### src/rtl/cpu_step_controller_pkg.sv
`default_nettype none
// ============================================================================
// Module      : cpu_step_controller_pkg
// Description : Shared types and constants for the CPU step controller and
//               its button debouncer. Holds the controller state encoding,
//               the step counter width, the board-clock default timing
//               constants and a counter-width helper.
// Revision    : 1.0 - initial release
// ============================================================================
package cpu_step_controller_pkg;

    // Controller states, explicitly 2 bits wide
    typedef enum logic [1:0] {
        ST_IDLE = 2'd0,
        ST_STEP = 2'd1,
        ST_RUN  = 2'd2,
        ST_HALT = 2'd3
    } state_t;

    // Width of the issued-pulse counter
    localparam int c_STEP_CNT_W = 16;

    // Defaults for the 100 MHz board clock: 10 ms debounce, 2 Hz run rate
    localparam int c_DEBOUNCE_CYCLES_DEFAULT = 1000000;
    localparam int c_RUN_DIV_DEFAULT         = 50000000;

    // Bits needed to hold 0..n-1; never narrower than one bit so that a
    // modulus of 1 still yields a legal vector.
    function automatic int ctrWidth(input int n);
        return (n > 1) ? $clog2(n) : 1;
    endfunction

endpackage : cpu_step_controller_pkg
`default_nettype wire

### src/rtl/cpu_step_controller_debouncer.sv
`default_nettype none
// ============================================================================
// Module      : button_debouncer
// Description : Two-flop synchronizer, counter-based debouncer and
//               rising-edge pulse generator for one mechanical button.
//               Reusable for any board push button.
// Ports       : clk         - board clock
//               rst         - synchronous active-high reset
//               i_btnRaw    - raw asynchronous, bouncing button level
//               o_stable    - debounced button level
//               o_risePulse - registered one-cycle pulse on a 0->1 change
//                             of o_stable
// Revision    : 1.0 - initial release
// ============================================================================
module button_debouncer
    import cpu_step_controller_pkg::*;
#(
    parameter int DEBOUNCE_CYCLES = c_DEBOUNCE_CYCLES_DEFAULT
) (
    input  logic clk,
    input  logic rst,
    input  logic i_btnRaw,
    output logic o_stable,
    output logic o_risePulse
);

    localparam int                   c_CNT_W   = ctrWidth(DEBOUNCE_CYCLES);
    localparam logic [c_CNT_W-1:0]   c_CNT_MAX = c_CNT_W'(DEBOUNCE_CYCLES - 1);

    logic               r_sync1;
    logic               r_sync2;
    logic               r_stable;
    logic               r_risePulse;
    logic [c_CNT_W-1:0] r_cnt;

    // Counter would reach DEBOUNCE_CYCLES on this edge: accept the new level
    logic w_accept;
    assign w_accept = (r_sync2 != r_stable) && (r_cnt == c_CNT_MAX);

    always_ff @(posedge clk) begin
        if (rst) begin
            r_sync1     <= 1'b0;
            r_sync2     <= 1'b0;
            r_stable    <= 1'b0;
            r_risePulse <= 1'b0;
            r_cnt       <= '0;
        end else begin
            r_sync1     <= i_btnRaw;
            r_sync2     <= r_sync1;
            // Pulse is generated on the same edge the stable level flips,
            // so it is visible in the first cycle with the new level.
            r_risePulse <= w_accept && r_sync2;
            if (r_sync2 == r_stable) begin
                r_cnt <= '0;
            end else if (w_accept) begin
                r_stable <= r_sync2;
                r_cnt    <= '0;
            end else begin
                r_cnt <= r_cnt + c_CNT_W'(1);
            end
        end
    end

    assign o_stable    = r_stable;
    assign o_risePulse = r_risePulse;

endmodule : button_debouncer
`default_nettype wire

### src/rtl/cpu_step_controller.sv
`default_nettype none
// ============================================================================
// Module      : cpu_step_controller
// Description : Generates the one-cycle clock-enable for the single-cycle
//               RISC-V core. Single-steps on a debounced button press or
//               free-runs at a divided rate while the run switch is on.
//               Latches into HALT on the core's halt indication until reset.
// Ports       : clk        - board clock
//               rst        - synchronous active-high reset
//               btn_step   - raw step push button
//               sw_run     - raw run/step switch (1 = run)
//               halt       - core has reached ebreak/ecall
//               cpu_en     - registered one-cycle enable pulse to the core
//               step_count - number of cpu_en pulses since reset (wraps)
//               running    - high while in RUN
//               halted     - high while in HALT
// Revision    : 1.0 - initial release
// ============================================================================
module cpu_step_controller
    import cpu_step_controller_pkg::*;
#(
    parameter int DEBOUNCE_CYCLES = c_DEBOUNCE_CYCLES_DEFAULT,
    parameter int RUN_DIV         = c_RUN_DIV_DEFAULT
) (
    input  logic                    clk,
    input  logic                    rst,
    input  logic                    btn_step,
    input  logic                    sw_run,
    input  logic                    halt,
    output logic                    cpu_en,
    output logic [c_STEP_CNT_W-1:0] step_count,
    output logic                    running,
    output logic                    halted
);

    localparam int                 c_PRE_W   = ctrWidth(RUN_DIV);
    localparam logic [c_PRE_W-1:0] c_PRE_MAX = c_PRE_W'(RUN_DIV - 1);

    // ------------------------------------------------------------------
    // Input conditioning
    // ------------------------------------------------------------------
    logic w_stepReq;
    logic w_btnStable;

    button_debouncer #(
        .DEBOUNCE_CYCLES (DEBOUNCE_CYCLES)
    ) u_stepDebouncer (
        .clk         (clk),
        .rst         (rst),
        .i_btnRaw    (btn_step),
        .o_stable    (w_btnStable),
        .o_risePulse (w_stepReq)
    );

    // The slide switch does not bounce enough to matter at run rates, so it
    // is only synchronized.
    logic r_swSync1;
    logic r_swSync2;

    always_ff @(posedge clk) begin
        if (rst) begin
            r_swSync1 <= 1'b0;
            r_swSync2 <= 1'b0;
        end else begin
            r_swSync1 <= sw_run;
            r_swSync2 <= r_swSync1;
        end
    end

    // ------------------------------------------------------------------
    // State machine: state register
    // ------------------------------------------------------------------
    state_t r_state;
    state_t w_nextState;

    always_ff @(posedge clk) begin
        if (rst) begin
            r_state <= ST_IDLE;
        end else begin
            r_state <= w_nextState;
        end
    end

    // ------------------------------------------------------------------
    // State machine: next-state logic (halt > sw_run > step_req)
    // ------------------------------------------------------------------
    always_comb begin
        w_nextState = r_state;
        case (r_state)
            ST_IDLE: begin
                if (halt)           w_nextState = ST_HALT;
                else if (r_swSync2) w_nextState = ST_RUN;
                else if (w_stepReq) w_nextState = ST_STEP;
                else                w_nextState = ST_IDLE;
            end
            ST_STEP: begin
                if (halt)           w_nextState = ST_HALT;
                else if (r_swSync2) w_nextState = ST_RUN;
                else                w_nextState = ST_IDLE;
            end
            ST_RUN: begin
                // Step requests are dropped here rather than queued
                if (halt)            w_nextState = ST_HALT;
                else if (!r_swSync2) w_nextState = ST_IDLE;
                else                 w_nextState = ST_RUN;
            end
            ST_HALT: begin
                w_nextState = ST_HALT;
            end
            default: begin
                w_nextState = ST_IDLE;
            end
        endcase
    end

    // ------------------------------------------------------------------
    // State machine: output logic (values loaded into the output flops)
    // ------------------------------------------------------------------
    logic [c_PRE_W-1:0] r_prescaler;
    logic [c_PRE_W-1:0] w_prescalerNext;
    logic               w_cpuEnNext;

    always_comb begin
        w_cpuEnNext     = 1'b0;
        w_prescalerNext = '0;
        // Entering STEP: the enable flop is high for the one STEP cycle
        if (w_nextState == ST_STEP) begin
            w_cpuEnNext = 1'b1;
        end
        // Prescaler only advances while staying in RUN; leaving RUN (to IDLE
        // or HALT) clears it and drops any terminal-count pulse.
        if ((r_state == ST_RUN) && (w_nextState == ST_RUN)) begin
            if (r_prescaler == c_PRE_MAX) begin
                w_cpuEnNext     = 1'b1;
                w_prescalerNext = '0;
            end else begin
                w_prescalerNext = r_prescaler + c_PRE_W'(1);
            end
        end
    end

    logic                    r_cpuEn;
    logic [c_STEP_CNT_W-1:0] r_stepCount;
    logic                    r_running;
    logic                    r_halted;

    always_ff @(posedge clk) begin
        if (rst) begin
            r_prescaler <= '0;
            r_cpuEn     <= 1'b0;
            r_stepCount <= '0;
            r_running   <= 1'b0;
            r_halted    <= 1'b0;
        end else begin
            r_prescaler <= w_prescalerNext;
            r_cpuEn     <= w_cpuEnNext;
            r_running   <= (w_nextState == ST_RUN);
            r_halted    <= (w_nextState == ST_HALT);
            if (r_cpuEn) begin
                r_stepCount <= r_stepCount + c_STEP_CNT_W'(1);
            end
        end
    end

    assign cpu_en     = r_cpuEn;
    assign step_count = r_stepCount;
    assign running    = r_running;
    assign halted     = r_halted;

    // The debounced level itself is only needed for the rising-edge pulse
    logic w_unusedStable;
    assign w_unusedStable = w_btnStable;

endmodule : cpu_step_controller
`default_nettype wire

### config.mk
export PLATFORM = sky130hd
export DESIGN_NAME = cpu_step_controller
export DESIGN_NICKNAME = d
export VERILOG_FILES = /design/src/rtl/cpu_step_controller_pkg.sv /design/src/rtl/cpu_step_controller_debouncer.sv /design/src/rtl/cpu_step_controller.sv
export SDC_FILE = /design/constraint.sdc
export NUM_CORES = 1
export LEC_CHECK = 0
export BUFFER_PORTS_ARGS = -buffer_cell sky130_fd_sc_hd__buf_2
export CORE_UTILIZATION = 40
export DETAILED_ROUTE_END_ITERATION = 16
export GPL_TIMING_DRIVEN = 0
export HOLD_SLACK_MARGIN = 0.1
export PLACE_DENSITY = 0.66
export SYNTH_ARGS = -nofsm -noshare
export SYNTH_HDL_FRONTEND = slang
export SYNTH_HIERARCHICAL = 1
export SYNTH_SLANG_ARGS = --single-unit
### constraint.sdc
create_clock -name clk -period 3.6 [get_ports clk]
set_input_delay 0.54 -clock clk [delete_from_list [all_inputs] [get_ports clk]]
set_output_delay 0.54 -clock clk [all_outputs]
set_load 0.01 [all_outputs]
==> flow_summary.json <==
{
  "hold_buffers": 0,
  "yosysSeqAreaShare_pct": 43.39,
  "route.met3.wl_um": 219,
  "antenna_found_initial": 0,
  "pin_count": 24,
  "p_int_w": 0.001228,
  "wl_per_cell_um": 12.64,
  "wl_met1_um": 3346,
  "dieWidth_um": 93.77,
  "rsz0062_at_grt": "false",
  "cts.repair.resized": 0,
  "grt_max_degree": 14,
  "routed_wl_um": 6409,
  "die-area_um2": 8792,
  "power_switching_w": 0.0003484,
  "root_buffer": "clkbuf_8",
  "hold_path.class": "primary input to flip-flop",
  "vias_per_cell": 5.284,
  "drc": 0,
  "dr.pass1.iters": 4,
  "met2_length_um": 2758,
  "maxSlewViolCount": 0,
  "arrival_ns": 2.59,
  "syn_nets": 374,
  "total_power_w": 0.001576,
  "peakVddDrop_v": 0.0002030,
  "synth_largest_area_cell": "dfxtp_1",
  "status": "finished clean",
  "crit_chain": "inv_1 > ha_1 > o31a_1 > or3b_2 > clkbuf_1 > clkbuf_1 > a211oi_1",
  "synth-edff-count": 0,
  "fin_cells": 507,
  "power_frac_comb_pct": 2.9,
  "gp_congestion": 0.8100,
  "ant_nets": 0,
  "cp_data_required_time_ns": 3.86,
  "area_growth_pct": 13.82,
  "die_height_um": 93.77,
  "h-tree-depth": 3,
  "crit_top_cell": "clkbuf_1",
  "path_class": "flip-flop to flip-flop",
  "finalSetupTns_ns": 0,
  "ys_seq_elements": 73,
  "core_um2": 8175,
  "clk_latency_ns": 0.35,
  "tightest_slew_ns": 0.6520,
  "critical_path.slowest_cell": "or3b_2",
  "track_usage_pct": 15.61,
  "cts_tree": "done",
  "top_layer_used": "met4",
  "grt_pass1_vias": 2383,
  "placed_area_um2": 3615,
  "p_per_area_nw_per_um2": 411.1,
  "grt_pass1_wl_um": 10830,
  "syn_inst": 363,
  "num_vias": 2679,
  "hpwl_um": 4550,
  "drive_above_1_share_pct": 16.17,
  "post_cts_buffers": 0,
  "final_cell_area_um2": 3834,
  "synth_cell_types": 51,
  "port_buffers": 23,
  "finClkSkew_ns": 0.009118,
  "final_nets": 408,
  "slew_headroom_pct": 56.21,
  "start_util_pct": 41.20,
  "dp_cells": 491,
  "max_cap_violations": 0,
  "fillCellCount": 787,
  "synth_area_um2": 3368,
  "switching_share_pct": 22.11,
  "num_antenna_cells": 0,
  "critPathMaxStageDelay_ns": 0.44,
  "drt_iter0_drc": 90,
  "setup_viol": 0,
  "end_kind": "flip-flop",
  "period_needed_ns": 2.332,
  "synth_top_area_share_pct": 43.39,
  "row_count": 33,
  "period_share_pct": 64.79,
  "clockBufferDepth": 2,
  "pwr-share-seq_pct": 52.2,
  "hold_ws_ns": 0.3978,
  "synthArstFlopShare_pct": 0,
  "hold_violations": 0,
  "numCtsBuffers": 9,
  "power.leakage_nw": 1.274,
  "cts.clk_slew.worst_paths_ns": 0.08,
  "path_buf_inv": 3,
  "cts_sinks": 73,
  "ff_latch_area_um2": 1461,
  "multiInputGateArea_um2": 1770,
  "cp-start-kind": "flip-flop",
  "cp_max_fo": 10,
  "synth_flop_cell": "dfxtp_1",
  "critPathTopFamily": "compound AO/OA/AOI/OAI gates",
  "syn_avg_cell_area_um2": 9.279,
  "p_clk_share_pct": 44.9,
  "synth_warnings": 6,
  "fmax_mhz": 428.7,
  "synth_area_leaders": "dfxtp_1 (43%), xor2_1 (5.2%), xnor2_1 (4.9%)",
  "overflow": 0
}
==> flip-flops by register name, summed over array words and instances (netlist names), 2 cells and up <==
signal                 cells
r_prescaler               26
r_state                    2
step_count                16
u_stepDebouncer/r_cnt     20
==> power by group through the flow <==
stage | sequential (W) | combinational, W | clock [W]
after CTS | 0.000822 | 0.0000466 | 0.000723
after global placement | 0.000841 | 0.0000448 | 0
after detailed placement | 0.000842 | 0.0000462 | 0
after floorplan | 0.000842 | 0.0000294 | 0
final | 0.000822 | 0.0000458 | 0.000708
after global routing | 0.000824 | 0.0000527 | 0.000761
==> synthesized netlist by cell type (5+ instances only) <==
cell type and number:
and3_1 5, a21oi_1 8, nand3_1 15, or4_1 10, xnor2_1 19, ha_1 6
nor3_1 22, o31ai_1 10, nand2b_1 5, nand2_1 17, dfxtp_1 73, or3_1 9
xor2_1 20, and4_1 6, a211oi_1 11, nand4_1 17, nor4_1 7, nor2_1 31
o21ai_0 9, clkbuf_1 9, inv_1 10
==> path summary, 6_finish.rpt <==
kind | from | end | slack [ns] | cells after the start
setup / recovery | r_state[0] | r_prescaler[23] | 1.27 | 7
hold / removal | btn_step | u_stepDebouncer/r_sync1 | 0.40 | 2
setup reg to reg | r_state[0] | r_prescaler[23] | 1.27 | 7
hold reg to reg | u_stepDebouncer/r_sync1 | u_stepDebouncer/r_sync2 | 0.44 | 1
==> routing by layer <==
| metal | track usage (%) | vias to the layer above |
|---|---|---|
| met2 | 24.03 | 35 |
| met3 | 4.045 | 7 |
| met4 | 6.154 | 0 |
| li1 | - | 1386 |
| met5 | 0 | - |
| met1 | 20.71 | 1251 |
==> metrics by stage <==
stage | utilization [%] | worst slack (ns)
after floorplan | - | 1.538
after global placement | 44.21 | 1.281
after detailed placement | 44.21 | 1.247
after CTS | 46.89 | 1.271
after global routing | 46.89 | 1.109
final | 46.89 | 1.268
==> logic make-up (layout without fill, tap and decap cells) <==
kind of cell             Yosys count  in the layout  share of synthesized area, %
adder cells (fa/ha/maj)            6              6                         2.229
buffers and inverters             27             66                         4.049
AO/OA/AOI/OAI                     45             45                         9.064
XOR/XNOR                          39             39                         10.14
AND/OR/NAND/NOR                  172            172                         30.83
multiplexers                       1              1                        0.2972
flip-flops                        73             73                         43.39
==> area by class of cell <==
| class | count | share of cell area (%) |
|---|---|---|
| Buffer | 17 | 2.578 |
| Clock buffer | 10 | 3.329 |
| Inverter | 10 | 0.9791 |
| Clock inverter | 6 | 2.383 |
| Timing Repair Buffer | 23 | 3.003 |
| Sequential cell | 73 | 38.12 |
| Tap cell | 105 | 3.427 |
| Multi-Input combinational cell | 263 | 46.18 |
==> cells in the final DEF, fill, tap and decap left out, drive strengths merged, types with 4 or more instances in the layout <==
| master | Yosys | layout |
|---|---|---|
| nand2b | 5 | 5 |
| or4 | 12 | 12 |
| a211oi | 11 | 11 |
| nor3b | 4 | 4 |
| nor2b | 4 | 4 |
| buf | 7 | 30 |
| nand4 | 20 | 20 |
| xor2 | 20 | 20 |
| and3 | 6 | 6 |
| nor3 | 22 | 22 |
| dfxtp | 73 | 73 |
| xnor2 | 19 | 19 |
| ha | 6 | 6 |
| clkbuf | 10 | 20 |
| nand3 | 17 | 17 |
| a21oi | 9 | 9 |
| o21ai | 9 | 9 |
| or3 | 10 | 10 |
| nor2 | 31 | 31 |
| inv | 10 | 11 |
| and4 | 7 | 7 |
| nor4 | 9 | 9 |
| o31ai | 10 | 10 |
| nand2 | 17 | 17 |
==> worst reg2reg max path, delay by kind of cell, from the launching register on <==
family	cells	cell delay, ns
AOI/OAI and AO/OA	2	0.62
buffers and inverters	3	0.55
and+or+nand+nor	1	0.44
DFF	1	0.34
adders and majority gates	1	0.29
Note: power is estimated with default switching activity, not from simulation.
